File: src/rtl/alu.sv
// alu: 32-bit single-transaction ALU with acknowledged write-back routing.
// Optional feature macro: ALU_MUL_EN (enables MUL as low 32 bits of A*B;
// without it MUL behaves as a reserved op and no multiplier is built).
//
// Ports:
//   clk, reset                 clock, synchronous active-high reset
//   op_code, input_A, input_B  operation and operands
//   reg_out, reg_addr          route result to register file / destination reg
//   mem_out, mem_addr          route result to memory / destination address
//   pc_jump                    route result to PC
//   inputs_valid               operands and routing valid (sampled in IDLE)
//   reg_wr_*                   register write channel (valid/ack handshake)
//   mem_wr_*                   memory write channel (valid/ack handshake)
//   pc_branch_data*            PC branch channel (valid/ack handshake)
//   done                       one-cycle pulse when the transaction completes
module alu (
  input  logic        clk,
  input  logic        reset,
  input  logic [3:0]  op_code,
  input  logic [31:0] input_A,
  input  logic [31:0] input_B,
  input  logic        reg_out,
  input  logic [4:0]  reg_addr,
  input  logic        mem_out,
  input  logic [31:0] mem_addr,
  input  logic        pc_jump,
  input  logic        inputs_valid,
  output logic [31:0] reg_wr_data,
  output logic [4:0]  reg_wr_addr,
  output logic        reg_wr_data_valid,
  input  logic        reg_wr_ack,
  output logic [31:0] mem_wr_data,
  output logic [31:0] mem_wr_addr,
  output logic        mem_wr_data_valid,
  input  logic        mem_wr_ack,
  output logic [31:0] pc_branch_data,
  output logic        pc_branch_data_valid,
  input  logic        pc_branch_data_ack,
  output logic        done
);

  localparam int unsigned DATA_W  = 32;
  localparam int unsigned RADDR_W = 5;
  localparam int unsigned SHAMT_W = 5;

  typedef enum logic [3:0] {
    ADD  = 4'd0,
    SUB  = 4'd1,
    AND  = 4'd2,
    OR   = 4'd3,
    XOR  = 4'd4,
    SLL  = 4'd5,
    SRL  = 4'd6,
    SRA  = 4'd7,
    SLT  = 4'd8,
    SLTU = 4'd9,
    MUL  = 4'd10
  } ALU_OP_CODE;

  typedef enum logic [1:0] {
    IDLE     = 2'd0,
    WAIT_ACK = 2'd1,
    DONE     = 2'd2
  } state_e;

  ALU_OP_CODE         op_c;
  logic [SHAMT_W-1:0] shamt_c;
  logic [DATA_W-1:0]  result_c;

  state_e             state_q,  state_d;
  logic [DATA_W-1:0]  data_q,   data_d;
  logic [RADDR_W-1:0] raddr_q,  raddr_d;
  logic [DATA_W-1:0]  maddr_q,  maddr_d;
  logic               rv_q,     rv_d;
  logic               mv_q,     mv_d;
  logic               pv_q,     pv_d;
  logic               done_q,   done_d;

  assign op_c    = ALU_OP_CODE'(op_code);
  assign shamt_c = input_B[SHAMT_W-1:0];

  // Combinational result; all arithmetic wraps at 32 bits.
  always_comb begin
    result_c = '0;
    case (op_c)
      ADD:  result_c = input_A + input_B;
      SUB:  result_c = input_A - input_B;
      AND:  result_c = input_A & input_B;
      OR:   result_c = input_A | input_B;
      XOR:  result_c = input_A ^ input_B;
      SLL:  result_c = input_A << shamt_c;
      SRL:  result_c = input_A >> shamt_c;
      SRA:  result_c = DATA_W'($signed(input_A) >>> shamt_c);
      SLT:  result_c = DATA_W'($signed(input_A) < $signed(input_B));
      SLTU: result_c = DATA_W'(input_A < input_B);
`ifdef ALU_MUL_EN
      MUL:  result_c = input_A * input_B;
`else
      MUL:  result_c = '0;
`endif
      default: result_c = '0;
    endcase
  end

  // Next-state and registered-output logic.
  always_comb begin
    state_d = state_q;
    data_d  = data_q;
    raddr_d = raddr_q;
    maddr_d = maddr_q;
    rv_d    = rv_q;
    mv_d    = mv_q;
    pv_d    = pv_q;
    done_d  = 1'b0;

    case (state_q)
      IDLE: begin
        if (inputs_valid) begin
          data_d  = result_c;
          raddr_d = reg_addr;
          maddr_d = mem_addr;
          rv_d    = reg_out;
          mv_d    = mem_out;
          pv_d    = pc_jump;
          // No destination selected: complete immediately.
          if (!(reg_out || mem_out || pc_jump)) begin
            done_d  = 1'b1;
            state_d = DONE;
          end else begin
            state_d = WAIT_ACK;
          end
        end
      end
      WAIT_ACK: begin
        // An ack only matters while its own valid is up.
        rv_d = rv_q & ~reg_wr_ack;
        mv_d = mv_q & ~mem_wr_ack;
        pv_d = pv_q & ~pc_branch_data_ack;
        if (!(rv_d || mv_d || pv_d)) begin
          done_d  = 1'b1;
          state_d = DONE;
        end
      end
      DONE: begin
        state_d = IDLE;
      end
      default: begin
        state_d = IDLE;
      end
    endcase
  end

  // State and output registers.
  always_ff @(posedge clk) begin
    if (reset) begin
      state_q <= IDLE;
      data_q  <= '0;
      raddr_q <= '0;
      maddr_q <= '0;
      rv_q    <= 1'b0;
      mv_q    <= 1'b0;
      pv_q    <= 1'b0;
      done_q  <= 1'b0;
    end else begin
      state_q <= state_d;
      data_q  <= data_d;
      raddr_q <= raddr_d;
      maddr_q <= maddr_d;
      rv_q    <= rv_d;
      mv_q    <= mv_d;
      pv_q    <= pv_d;
      done_q  <= done_d;
    end
  end

  assign reg_wr_data          = data_q;
  assign reg_wr_addr          = raddr_q;
  assign reg_wr_data_valid    = rv_q;
  assign mem_wr_data          = data_q;
  assign mem_wr_addr          = maddr_q;
  assign mem_wr_data_valid    = mv_q;
  assign pc_branch_data       = data_q;
  assign pc_branch_data_valid = pv_q;
  assign done                 = done_q;

endmodule

File: config.mk
export PLATFORM = sky130hd
export DESIGN_NAME = alu
export DESIGN_NICKNAME = d
export VERILOG_FILES = /design/src/rtl/alu.sv
export SDC_FILE = /design/constraint.sdc
export NUM_CORES = 1
export LEC_CHECK = 0
export ABC_AREA = 1
export CORE_ASPECT_RATIO = 1.5
export CORE_MARGIN = 2
export CORE_UTILIZATION = 29
export DETAILED_ROUTE_END_ITERATION = 7
export PLACE_DENSITY = 0.59
export SLEW_MARGIN = 20
export SYNTH_ARGS = -nofsm -noshare
export SYNTH_HDL_FRONTEND = slang
export SYNTH_SLANG_ARGS = --single-unit
File: constraint.sdc
create_clock -name clk -period 3.9 [get_ports clk]
set_input_delay 0.78 -clock clk [delete_from_list [all_inputs] [get_ports clk]]
set_output_delay 0.78 -clock clk [all_outputs]
set_load 0.02 [all_outputs]
==> qor.yml, run 1 <==
route:
  drt-total-wl_um: 70600
  drt-initial-drc-count: 1576
  drc: 0
  dr_wl_met2_um: 35400
  dr.pass1.iters: 7
  wire_per_inst_um: 21.7
  vias: 17346
  viasPerCell: 5.34
  topRoutingLayerUsed: "met4"
  antenna_left: 0
  met1_length_um: 26400
  route.met3.wl_um: 3920
critical_path:
  reg2reg_from: "state_q[1]$_SDFFE_PP0P_"
  crit_chain: "clkdlybuf4s50_1, inv_1, ha_1, nand2_1, nor2_1, inv_1, nor2_1, nand4_1, nand3_1, nand2_1, nand3_1, nand2_1, inv_1, nand2_1, nand2_1, a21oi_1"
  slowest_delay_ns: 0.64
  cp_data_arrival_time_ns: 3.70
  crit_path_top_delay_cell: "clkdlybuf4s50_1"
  crit_end: "mem_wr_data[17]$_SDFFE_PP0P_"
  worstSetupStartpoint: "input_A[10]"
  cp_num_cells: 16
  r2r-end: "mem_wr_addr[20]$_SDFFE_PP0P_"
  cp-end-kind: "flip-flop"
  r2r_slack_ns: 2.08
  cp_data_required_time_ns: 4.11
  crit_path_frequent_cell: "nand2_1"
  critPathKind: "input pin to flip-flop"
  cp_top_family: "simple AND/OR/NAND/NOR gates"
  critPathLaunchType: "input pin"
  path_buf_inv: 4
  cp_max_fo: 11
  worst_r2r_path_depth: 6
synthesis:
  postSynthCellCount: 2475
  ys.flop_type: "dfxtp_1"
  yosysSeqAreaShare_pct: 11.5
  syn_avg_cell_area_um2: 5.29
  postSynth.asyncResetShare_pct: 0
  ys_types: 45
  synth_fp_nets: 2689
  ys_ff_latch: 75
  synth.cell_area_mm2: 0.0131
  synth_edf_count: 0
  yosys_warnings: 0
clocking:
  numCtsBuffers: 9
  cts_tree: "done"
  clockBufferDepth: 2
  cts_resized: 0
  worstSkewPairLatency_ns: 0.35
  clkTransAtPathRegs_ns: 0.06
  hold_buffers: 0
  cts_root_buf: "clkbuf_16"
  cts_post_setup_buffers_inserted: 0
  cts_sinks: 75
  htree_num_levels: 3
layout:
  mostFrequentLayoutCells: "nand2_1, nand3_1, inv_1, clkdlybuf4s50_1, nor2_1"
  fin_util_pct: 36.6
  final_layout_size_suffix_gt1_share_pct: 5.82
  multi_input_comb_area_mm2: 0.00942
  nets: 2874
  layout_commonest_cell: "nand2_1"
  nFillCells: 5163
  seqCellArea_mm2: 0.00150
  n_antenna_cell: 0
  areaGrowthSynthToFinish_pct: 25.1
hold_path:
  min_path_type: "flip-flop to flip-flop"
  min_from: "mem_wr_addr[30]$_SDFFE_PP0P_"
sta:
  rsz0062_at_grt: "no"
  setup_violations: 0
  slew_headroom_pct: 50.9
  period_needed_ns: 3.49
  max_freq_ghz: 0.287
  period_share_pct: 89.4
  hold_viol_final: 0
  slew_viol_final: 0
  worstMarginPinSlew_ns: 0.737
  finClkSkew_ns: 0.00847
  timing.final.ws_setup_ns: 0.413
  finalSetupTns_ns: 0
placement:
  place_ws_ns: 0.148
  place_congestion: 1.03
  portBuffers: 250
  post-dp-hpwl_um: 59500
floorplanning:
  ios: 251
  die-area_mm2: 0.0469
  start_util_pct: 29.3
  coreArea_mm2: 0.0447
  placement_rows: 95
  die_y_um: 264
  die_w_um: 177
power_and_ir_drop:
  cellPowerDensity_mw_per_mm2: 226
  p_leak_nw: 8.06
  power_mw: 3.70
  vdd_drop_max_v: 0.000183
grt:
  grt_usage_pct: 29.4
  grt_start_max_net_pins: 70
  antenna_found_initial: 2
  first_global_vias: 16584
  overflow: 0
  grt_first_pass_wirelength_um: 102000
run:
  drv_cap: 0
outcome:
  outcome: "finished clean"
## flip-flops by register name, indices dropped and copies added (netlist names)
signal / cells
done: 1
reg_wr_addr: 5
mem_wr_data: 32
mem_wr_addr: 32
reg_wr_data_valid: 1
pc_branch_data_valid: 1
mem_wr_data_valid: 1
state_q: 2
## layout make-up
cell class | instances | share of cell area [%]
Timing Repair Buffer | 353 | 20.3
Clock buffer | 9 | 1.38
Sequential cell | 75 | 9.17
Tap cell | 582 | 4.45
Multi-Input combinational cell | 1922 | 57.5
Inverter | 299 | 6.87
Clock inverter | 7 | 0.344
## worst min-delay path: cells and delay by family, from the launching register on
kind / cells / cell delay (ns)
AOI/OAI and AO/OA: 1 / 0.06
DFF: 1 / 0.31
and+or+nand+nor: 1 / 0.06
## worst min path at each step
stage                                    to  slack, ns  cells past startpoint
5_1_grt        mem_wr_addr[21]$_SDFFE_PP0P_       0.48                      2
6_report       mem_wr_addr[30]$_SDFFE_PP0P_       0.46                      2
4_1_cts         mem_wr_addr[8]$_SDFFE_PP0P_       0.47                      2
2_1_floorplan   mem_wr_addr[0]$_SDFFE_PP0P_       0.55                      2
3_3_place_gp   mem_wr_addr[21]$_SDFFE_PP0P_       0.45                      2
3_5_place_dp    mem_wr_addr[8]$_SDFFE_PP0P_       0.46                      2
## synthesized netlist by cell type (7+ instances only)
cell type | count | area share, %
nand2_1 | 831 | 24
nand3_1 | 393 | 15
inv_1 | 291 | 8.3
nor2_1 | 185 | 5.3
a21oi_1 | 153 | 5.9
ha_1 | 98 | 9.4
o21ai_0 | 85 | 3.3
dfxtp_1 | 75 | 11
buf_4 | 72 | 4.1
buf_2 | 55 | 2.1
clkbuf_1 | 35 | 1.0
nand4_1 | 29 | 1.4
nor3_1 | 28 | 1.1
o22ai_1 | 16 | 0.76
o211ai_1 | 15 | 0.86
and2_1 | 12 | 0.57
buf_1 | 11 | 0.32
o21ai_1 | 11 | 0.42
o21bai_1 | 9 | 0.52
a31oi_1 | 7 | 0.33
inv_2 | 7 | 0.20
## report_power, final
part | total [mW] | internal (mW) | switching [mW] | leakage (nW)
Sequential | 0.859 | 0.816 | 0.0437 | 0.613
Clock | 0.794 | 0.439 | 0.355 | 0.137
Combinational | 2.05 | 0.705 | 1.34 | 7.31
Total | 3.70 | 1.96 | 1.74 | 8.06
## per-layer routing
layer  global-route usage [%]  up-vias
li1                         -     8292
met1                     32.4     8042
met2                     53.6      822
met3                     2.59      190
met4                     17.7        0
met5                        0        -
## kinds of logic (layout without fill, tap and decap cells)
group	count (synthesis)	in the layout	share of synthesized area, %
flops	75	75	11.5
compound gates	313	313	13.1
simple gates	1508	1508	49.1
fa+ha+maj	100	100	9.67
buf+inv	478	668	16.6
mux	1	1	0.0765
## per-stage QoR
stage / instances / hold slack, ns / area [um2]
2_1_floorplan: 2475 / 0.545 / 13100
3_3_place_gp: 3231 / 0.453 / 16100
3_5_place_dp: 3231 / 0.455 / 16100
4_1_cts: 3247 / 0.466 / 16400
5_1_grt: 3247 / 0.481 / 16400
6_report: 3247 / 0.464 / 16400
No activity file was read; power rests on OpenSTA's default activity.
==> run 2, diff against run 1 <==
--- a/config.mk
+++ b/config.mk
@@ -10,6 +10,7 @@
 export CORE_MARGIN = 2
 export CORE_UTILIZATION = 29
 export DETAILED_ROUTE_END_ITERATION = 7
+export MAX_ROUTING_LAYER = met4
 export PLACE_DENSITY = 0.59
 export SLEW_MARGIN = 20
 export SYNTH_ARGS = -nofsm -noshare
==> qor.yml, run 2 (same netlist as run 1, synthesis figures left out) <==
floorplanning:
  ios: 251  # unchanged
  die_w_um: 177  # unchanged
  die-area_mm2: 0.0469  # unchanged
  die_y_um: 264  # unchanged
  start_util_pct: 29.3  # unchanged
  coreArea_mm2: 0.0447  # unchanged
  placement_rows: 95  # unchanged
sta:
  rsz0062_at_grt: "no"  # unchanged
  period_share_pct: 89.9  # was 89.4%
  worstMarginPinSlew_ns: 0.781  # was 0.737 ns
  hold_viol_final: 0  # unchanged
  timing.final.ws_setup_ns: 0.392  # was 0.413 ns
  slew_headroom_pct: 47.9  # was 50.9%
  slew_viol_final: 0  # unchanged
  setup_violations: 0  # unchanged
  period_needed_ns: 3.51  # was 3.49 ns
  max_freq_ghz: 0.285  # was 0.287 GHz
  finalSetupTns_ns: 0  # unchanged
  finClkSkew_ns: 0.00691  # was 0.00847 ns
grt:
  grt_start_max_net_pins: 70  # unchanged
  grt_usage_pct: 30.4  # was 29.4%
  overflow: 0  # unchanged
  grt_first_pass_wirelength_um: 103000  # was 102000 um
  antenna_found_initial: 1  # was 2
  first_global_vias: 16625  # was 16584
critical_path:
  critPathKind: "input pin to flip-flop"  # unchanged
  cp_data_arrival_time_ns: 3.72  # was 3.70 ns
  cp-end-kind: "flip-flop"  # unchanged
  critPathLaunchType: "input pin"  # unchanged
  cp_max_fo: 4  # was 11
  cp_data_required_time_ns: 4.11  # about the same
  r2r_slack_ns: 2.10  # was 2.08 ns
run:
  drv_cap: 0  # unchanged
route:
  viasPerCell: 5.34  # about the same
  vias: 17345  # was 17346
  antenna_left: 0  # unchanged
  drc: 0  # unchanged
  wire_per_inst_um: 21.9  # was 21.7 um
  dr.pass1.iters: 6  # was 7
  drt-initial-drc-count: 1506  # was 1576
  drt-total-wl_um: 71200  # was 70600 um
clocking:
  cts_root_buf: "clkbuf_16"  # unchanged
  numCtsBuffers: 9  # unchanged
  cts_post_setup_buffers_inserted: 0  # unchanged
  clockBufferDepth: 2  # unchanged
  worstSkewPairLatency_ns: 0.35  # about the same
  cts_sinks: 75  # unchanged
  cts_resized: 0  # unchanged
  cts_tree: "done"  # unchanged
  hold_buffers: 0  # unchanged
  clkTransAtPathRegs_ns: 0.06  # about the same
  htree_num_levels: 3  # unchanged
placement:
  place_ws_ns: 0.132  # was 0.148 ns
  placed_area_mm2: 0.0161  # about the same
  place_congestion: 1.04  # was 1.03
  portBuffers: 250  # unchanged
  post-dp-hpwl_um: 60100  # was 59500 um
layout:
  mostFrequentLayoutCells: "nand2_1, nand3_1, inv_1, clkdlybuf4s50_1, nor2_1"  # unchanged
  stdcell_area_mm2: 0.0164  # about the same
  final_layout_size_suffix_gt1_share_pct: 5.85  # was 5.82%
  layout_commonest_cell: "nand2_1"  # unchanged
  nFillCells: 5136  # was 5163
  areaGrowthSynthToFinish_pct: 25.6  # was 25.1%
  nets: 2875  # was 2874
power_and_ir_drop:
  vdd_drop_max_v: 0.000176  # was 0.000183 V
  p_leak_nw: 8.09  # was 8.06 nW
  cellPowerDensity_mw_per_mm2: 231  # was 226 mW/mm2
hold_path:
  min_path_type: "flip-flop to flip-flop"  # unchanged
outcome:
  outcome: "finished clean"  # unchanged
## run 2: cell count changes in the layout (fill, tap and decap cells not counted), sizes merged
cell    change
clkinv      +1
buf         +1
diode       +1
inv         -3
clkbuf      +1
bufinv      +1
## run 2: final timing paths
check                                    from                            to  cells after the start
setup / recovery                   input_A[0]  mem_wr_data[20]$_SDFFE_PP0P_                     16
hold / removal    reg_wr_addr[3]$_SDFFE_PP0P_   reg_wr_addr[3]$_SDFFE_PP0P_                      2
hold reg to reg   reg_wr_addr[3]$_SDFFE_PP0P_   reg_wr_addr[3]$_SDFFE_PP0P_                      2
setup reg to reg      state_q[1]$_SDFFE_PP0P_  mem_wr_addr[18]$_SDFFE_PP0P_                      6
## run 2: layer usage
metal / track usage (%) / share of wire, % / vias to the layer above
met4: 17.5 / 6.7 / 0
met5: - / 0 / -
met3: 2.04 / 5.8 / 161
li1: - / - / 8296
met2: 53.7 / 50 / 814
met1: 33.2 / 37 / 8074
## run 2: worst max-delay path, stage by stage
cell	delay (ns)
clkdlybuf4s50_1	0.55
inv_1	0.10
ha_1	0.28
fa_1	0.42
inv_1	0.18
nand2_1	0.07
nand3_1	0.14
nand2_1	0.11
nand3_1	0.25
nand2_1	0.12
nand2_1	0.07
nand2_1	0.04
nand3_1	0.06
nand2_1	0.05
o21ai_0	0.37
a21oi_1	0.11
## run 2: stage by stage
| step | util, % | hold slack [ns] | cells | total power, mW |
|---|---|---|---|---|
| 2_1_floorplan | - | 0.545 | 2475 | 2.04 |
| 3_3_place_gp | 36.1 | 0.452 | 3232 | 2.89 |
| 3_5_place_dp | 36.1 | 0.455 | 3232 | 2.90 |
| 4_1_cts | 36.8 | 0.465 | 3248 | 3.80 |
| 5_1_grt | 36.8 | 0.488 | 3249 | 4.02 |
| 6_report | 36.8 | 0.464 | 3249 | 3.80 |
## run 2: report_power, final
group          total [mW]  internal, mW  switching [mW]
sequential          0.858         0.815          0.0429
combinational        2.06         0.715            1.34
clock               0.887         0.519           0.369
total                3.80          2.05            1.76
## run 2: layout make-up
class                      instances  area [um2]  share of cell area (%)
antenna                            1        2.50                  0.0152
clock buffer                      10         239                    1.45
timing repair buffer             354        3350                    20.4
clock inverter                     6        72.6                   0.441
tap                              582         728                    4.43
multi-input combinational       1922        9420                    57.3
sequential                        75        1500                    9.13
inverter                         299        1120                    6.84
